**src/rtl/keystroke_sequencer.sv**
```systemverilog
// Turns a PS/2 scan-code stream into a buffered word of letters a..z.
// Make codes are latched for an external decoder; ENTR commits the word to a consumer.
module keystroke_sequencer #(
  parameter int MAX_LEN = 8
) (
  input  logic                 clk,
  input  logic                 rst_n,
  input  logic [7:0]           scan_byte,
  input  logic                 scan_valid,
  output logic [3:0]           dig1,
  output logic [3:0]           dig2,
  input  logic [4:0]           letter_code,
  output logic [5*MAX_LEN-1:0] word_data,
  output logic [3:0]           word_len,
  output logic                 word_valid,
  input  logic                 word_ack,
  output logic                 key_drop
);

  localparam logic [7:0] BYTE_BREAK = 8'hF0;
  localparam logic [7:0] BYTE_EXT   = 8'hE0;
  localparam logic [7:0] BYTE_BKSP  = 8'h66;
  localparam logic [4:0] CODE_ENTR  = 5'd31;
  localparam logic [4:0] CODE_LAST  = 5'd25;
  localparam logic [3:0] LEN_MAX    = 4'(MAX_LEN);

  typedef enum logic [1:0] {IDLE, BREAK, EXT, LOOKUP} state_t;

  state_t     state, state_next;
  logic [7:0] code, code_next;
  logic [4:0] buffer      [MAX_LEN];
  logic [4:0] buffer_next [MAX_LEN];
  logic [3:0] len_next;
  logic       valid_next;
  logic       drop_next;

  always_ff @(posedge clk or negedge rst_n) begin
    if (!rst_n) begin
      state      <= IDLE;
      code       <= '0;
      word_len   <= '0;
      word_valid <= 1'b0;
      key_drop   <= 1'b0;
      for (int k = 0; k < MAX_LEN; k++) buffer[k] <= '0;
    end else begin
      state      <= state_next;
      code       <= code_next;
      word_len   <= len_next;
      word_valid <= valid_next;
      key_drop   <= drop_next;
      for (int k = 0; k < MAX_LEN; k++) buffer[k] <= buffer_next[k];
    end
  end

  // Entries above word_len are zeroed whenever the length shrinks, so packing needs no mask.
  always_comb begin
    word_data = '0;
    for (int k = 0; k < MAX_LEN; k++) word_data[5*k +: 5] = buffer[k];
  end

  assign dig2 = code[7:4];
  assign dig1 = code[3:0];

  always_comb begin
    state_next  = state;
    code_next   = code;
    buffer_next = buffer;
    len_next    = word_len;
    valid_next  = word_valid;
    drop_next   = 1'b0;

    case (state)
      IDLE: begin
        if (scan_valid) begin
          case (scan_byte)
            BYTE_BREAK: state_next = BREAK;
            BYTE_EXT:   state_next = EXT;
            BYTE_BKSP: begin
              if (word_valid) begin
                drop_next = 1'b1;
              end else if (word_len != 4'd0) begin
                len_next = word_len - 4'd1;
                for (int k = 0; k < MAX_LEN; k++)
                  if (k == int'(word_len) - 1) buffer_next[k] = '0;
              end
            end
            default: begin
              code_next  = scan_byte;
              state_next = LOOKUP;
            end
          endcase
        end
      end

      BREAK: begin
        if (scan_valid) state_next = IDLE;
      end

      EXT: begin
        if (scan_valid) state_next = (scan_byte == BYTE_BREAK) ? BREAK : IDLE;
      end

      // A byte arriving while the decoder result is being consumed is lost.
      LOOKUP: begin
        state_next = IDLE;
        if (scan_valid) drop_next = 1'b1;
        if (letter_code <= CODE_LAST) begin
          if (word_valid || word_len == LEN_MAX) begin
            drop_next = 1'b1;
          end else begin
            len_next = word_len + 4'd1;
            for (int k = 0; k < MAX_LEN; k++)
              if (k == int'(word_len)) buffer_next[k] = letter_code;
          end
        end else if (letter_code == CODE_ENTR) begin
          if (word_valid) drop_next = 1'b1;
          else if (word_len != 4'd0) valid_next = 1'b1;
        end
      end

      default: state_next = IDLE;
    endcase

    if (word_valid && word_ack) begin
      valid_next = 1'b0;
      len_next   = '0;
      for (int k = 0; k < MAX_LEN; k++) buffer_next[k] = '0;
    end
  end

endmodule

```
**config.mk**
```make
export PLATFORM = sky130hd
export DESIGN_NAME = keystroke_sequencer
export DESIGN_NICKNAME = d
export VERILOG_FILES = /design/src/rtl/keystroke_sequencer.sv
export SDC_FILE = /design/constraint.sdc
export NUM_CORES = 1
export LEC_CHECK = 0
export ABC_AREA = 1
export BUFFER_PORTS_ARGS = -buffer_cell sky130_fd_sc_hd__clkbuf_2
export CORE_UTILIZATION = 40
export CTS_CLUSTER_DIAMETER = 60
export DETAILED_ROUTE_END_ITERATION = 7
export HOLD_SLACK_MARGIN = 0.06
export PLACE_DENSITY = 0.61
export SLEW_MARGIN = 20
export SYNTH_ARGS = -nofsm -noshare
export SYNTH_HDL_FRONTEND = slang
export SYNTH_SLANG_ARGS = --single-unit
```
**constraint.sdc**
```tcl
create_clock -name clk -period 2.83 [get_ports clk]
set_input_delay 0 -clock clk [delete_from_list [all_inputs] [get_ports clk]]
set_output_delay 0 -clock clk [all_outputs]
set_load 0.1 [all_outputs]
```
### Word level (Yosys, flattened, before mapping)

Cells that the tools add are included.
W data, S select, Z words.

* register bits: 56
* latch bits: 0
* bits in writable memories: 0
* ROM bits: 0
* input port bits: 17
* output and inout bits: 54
* word-level logic and storage cells: 142
* memories: 0

* add/subtract/negate cells: 3
* multipliers: 0
* divide/modulo/power cells: 0
* $lt $le $gt $ge: 1
* equal/unequal tests: 49
* shift-type cells: 0
* muxes and demuxes: 53
* bitwise gates (word level): 1
* reductions and logical operators: 22

Operators by type and width (count)
* $mux W40: 7
* $mux W5: 16
* $pmux W40 S2: 1
* $reduce_and A9 Y1: 8
* $ne A3 B3 Y1 const B: 21
* $logic_not A32 Y1: 1
* $mux W4: 7
* $eq A4 B5 Y1 const A: 4
* $eq A4 B4 Y1 const A: 4
* $eq A8 B8 Y1 const B: 2
* $mux W1: 15
* $eq A3 B5 Y1 const A: 2
* $eq A3 B4 Y1 const A: 2
* $eq A8 B7 Y1 const B: 1
* $ne A2 B2 Y1 const B: 4
* $pmux W2 S4: 1
* $pmux W4 S2: 1
* $reduce_and A7 Y1: 1
* $mux W2: 3
* $pmux W2 S3: 1
* $reduce_and A3 Y1: 2
* $eq A2 B5 Y1 const A: 1
* $eq A5 B5 Y1 const B: 1
* $le A5 B5 Y1 const B: 1
* other kinds (20): 22

### Logic depth before layout (Yosys ltp)

* depth after elaboration: 9
* depth in mapped cells: 11
* mapped depth without buffers: 10

### Worst setup path before layout

No wires, ideal clock.

* path kind: register to register
* from: register word_len[0]
* to: register buffer, in the netlist word_data[15]
* setup time: 0.068 ns
* arrival: 2.118 ns
* data required time: 2.762 ns
* setup slack: 0.644 ns
* stages on the path, launching flop included: 11
* buffers on the path: 2
* period minus slack after synthesis: 2.186 ns
* cells stage by stage: dfrtp_1 > nor2_1 > nand2_1 > nand3_1 > nand2_2 > nand2_2 > nor2_4 > buf_6 > buf_6 > nand3_1 > nand2_1

* word-level cells in the longest chain between the ends: 4
* elaborated cells between the ends (all ways): 11
* classes of those cells: 1 x add/sub; 7 x eq/ne; 3 x reduce/logical

RTL lines
* start: declaration: RTL line 14 `output logic [3:0] word_len,`
* start signal: assignment: RTL line 48 `word_len <= len_next;`
* $sub A4 B1 Y5 or $eq A4 B4 Y1 (tied branches): RTL line 84, 108
* $eq A3 B5 Y1 or $logic_or A1 B1 Y1 (tied branches): RTL line 84, 108
* $ne A3 B3 Y1 (no line)
* $reduce_and A9 Y1 (no line) (*)
* end: declaration: RTL line 31 `logic [4:0] buffer [MAX_LEN];`

Every way passes the cells marked *; elsewhere a longest branch is shown, timed or not.
A chain may end at the register's enable or synchronous reset.

### Worst setup path after layout

* from: register state[0]
* to: register buffer, in the netlist word_data[22]

* word-level cells in the longest chain between the ends: 3
* elaborated cells between the ends (all ways): 14
* classes of those cells: 9 x eq/ne; 2 x mux; 3 x reduce/logical

RTL lines
* start: declaration: RTL line 29 `state_t state, state_next;`
* start signal: assignment: RTL line 46 `state <= state_next;`
* $eq A2 B2 Y1 or $logic_not A2 Y1 (tied branches): RTL line 72 `case (state)`
* $ne A3 B3 Y1 (no line), or another cell as far along
* $reduce_and A9 Y1 (no line) or $mux W40 (tied branches)

Several ways; a longest one is shown, not always the timed one.

==> results.txt <==
outcome: complete, no violations
CTS clk-pin slew, worst paths: 0.11 ns
final setup vio count: 0
DR vias: 2727
total of max-cap violations: 0
wire length on met1: 3436 um
Clock Tree Buf Depth: 2
Top FF cell, synth: dfrtp_1
CP Max Fanout: 24
Yosys cell types: 32
Final ANT Viol Nets: 0
root buf cell: clkbuf_8
initial DRC count: 132
row count: 30
Setup crit start kind: flip-flop
syn_area_per_cell: 7.785 sq um
most common cell after layout, fill and taps aside: nand2_1
first-pass GRT wire length: 12070 um
area grow syn2layout: 22.99%
postcts setup bufs: 0
Async SR Flop Fraction: 100.0%
clock skew: 0.007623 ns
largest net degree at the start of global routing: 36
DRT Pass-1 Iters: 4
die area: 0.007624 sq mm
IO buf count: 70
Seq/Total Area, Yosys: 48.13%
number of flops mapped to enable cells by yosys: 0
Synth Cell Area: 0.002912 sq mm
Crit-path slowest cell: ha_1
TritonCTS clock tree: yes
WP data required: 3.04 ns
most frequent cells in the layout: nand2_1, clkbuf_2, dfrtp_1
RSZ-0062 raised after global routing: no
fin crit period: 2.118 ns
Final Wtd Congestion: 0.8575
crit path cell chain: ha_1, inv_2, a21oi_4, nand2_2, nand2_2, nor2_4, buf_12, nand3_1, nand2_1
Via density: 4.896
Wirelength per Cell: 13.03 um
Hold WC Path Type: in2reg
remaining global-route overflow: 0
Final #Nets: 484
final hold violations: 0
post-route clock period utilization: 74.82%
synth warn: 0
antenna violations before repair: 0
clock latency on the worst-skew pair: 0.31 ns
H-tree Lvls: 2
CP most frequent cell: nand2_2
Clock Sink Count: 56
Mapped Nets: 398
Starting Density: 42.16%
Worst setup EP type: flip-flop
Die H: 87.32 um
met2 routed WL: 3375 um
post-place instance area: 0.003381 sq mm
Worst-Margin Slew: 0.7622 ns
TNS Setup: 0 ns
die width: 87.32 um
Met3 Routed Length: 339 um
Setup CP Type: reg2reg
hpwl dp: 5280 um
headroom to the max-slew limit: 49.00%
share of post-route cells with drive strength above 1: 21.69%
f_max: 472.2 MHz
# diodes: 0
fillers: 706
synthesized instance count: 374
Worst EP arrival: 2.33 ns
GR Util All Layers: 20.35%
Yosys reg bits: 56
core area: 0.006907 sq mm
number of max-slew violations in the final report: 0
final non-filler cell area: 0.003581 sq mm
Ports: 71
vias in the first global route: 2621
highest metal used: met4
DRT Wirelength: 7257 um
DRC errors left: 0
max incr delay on CP: 0.46 ns
total CTS buffers: 5
-- final timing paths --
| check | from | end | slack (ns) | cells after the start |
|---|---|---|---|---|
| hold reg to reg | word_data[9]$_DFFE_PN0P_ | word_data[9]$_DFFE_PN0P_ | 0.48 | 2 |
| max in group asynchronous | rst_n | word_data[2]$_DFFE_PN0P_ | 1.76 | 3 |
| setup / recovery | state[0]$_DFFE_PN0P_ | word_data[22]$_DFFE_PN0P_ | 0.71 | 9 |
| setup reg to reg | state[0]$_DFFE_PN0P_ | word_data[22]$_DFFE_PN0P_ | 0.71 | 9 |
| min in group asynchronous | rst_n | code[0]$_DFFE_PN0P_ | 0.21 | 2 |
| hold / removal | scan_valid | key_drop$_DFF_PN0_ | 0.08 | 5 |
-- Yosys cell counts (2+ instances only) --
cell / instances / share of area [%]
nor2_1: 25 / 3.2
xnor2_1: 3 / 0.90
a21oi_1: 3 / 0.52
inv_2: 2 / 0.26
nand2_1: 157 / 20
nand4_1: 7 / 1.5
dfrtp_1: 56 / 48
inv_1: 25 / 3.2
buf_6: 2 / 0.77
a21oi_4: 2 / 1.1
nand3_2: 2 / 0.69
o21ai_0: 13 / 2.2
nand3_1: 48 / 8.3
a21oi_2: 2 / 0.60
buf_2: 2 / 0.34
nor2_2: 2 / 0.43
ha_1: 6 / 2.6
nand2_2: 3 / 0.64
-- state kept, by name (all words and copies together) (netlist names) --
signal      cells
state           2
code            8
word_len        4
key_drop        1
word_data      40
word_valid      1
-- metal layers --
| metal | track usage (%) | vias to the layer above |
|---|---|---|
| li1 | - | 1364 |
| met1 | 27.48 | 1281 |
| met2 | 33.59 | 72 |
| met3 | 3.791 | 10 |
| met4 | 5.365 | 0 |
| met5 | 0 | - |
-- cell type report --
| cell class | instances | area, sq um | area share, % |
|---|---|---|---|
| inverter | 29 | 112.6 | 3.145 |
| multi-input combinational | 283 | 1354 | 37.81 |
| clock buffer | 5 | 68.82 | 1.922 |
| sequential | 56 | 1401 | 39.13 |
| clock inverter | 3 | 21.27 | 0.5940 |
| tap | 96 | 120.1 | 3.354 |
| timing repair buffer | 85 | 503.0 | 14.05 |
-- stage by stage --
| step | hold WS, ns | util [%] | worst slack (ns) | cells |
|---|---|---|---|---|
| CTS | 0.07930 | 51.85 | 0.7334 | 557 |
| floorplan | -0.2956 | - | 0.6443 | 374 |
| finish | 0.07512 | 51.85 | 0.7125 | 557 |
| detailed placement | 0.02971 | 48.95 | 0.7514 | 538 |
| global route | 0.1133 | 51.85 | 0.5136 | 557 |
| global placement | 0.03245 | 48.95 | 0.8022 | 538 |
-- critical path, delay by kind of cell (launching register included) --
kind,cells,cell delay (ns)
AND/OR/NAND/NOR,5,0.56
adder cells (fa/ha/maj),1,0.46
flip-flops,1,0.41
buffers and inverters,2,0.31
AO/OA/AOI/OAI,1,0.28
-- logic make-up after synthesis --
family / synth area share (%)
AOI/OAI and AO/OA: 5.501
xor gates and xnor gates: 0.9026
buffers and inverters: 5.372
and+or+nand+nor: 36.83
DFF: 48.13
adders and majority gates: 3.266
-- repair_timing --
action / in CTS / in global routing
endpoints found under the hold margin: 30 / 0
hold buffers: 11 / 0
resized for setup: 0 / 0
endpoints found under the setup margin: 0 / 0
Power is not shown: default switching activity piles up to over one toggle a cycle in this logic, so the estimate is an artifact.
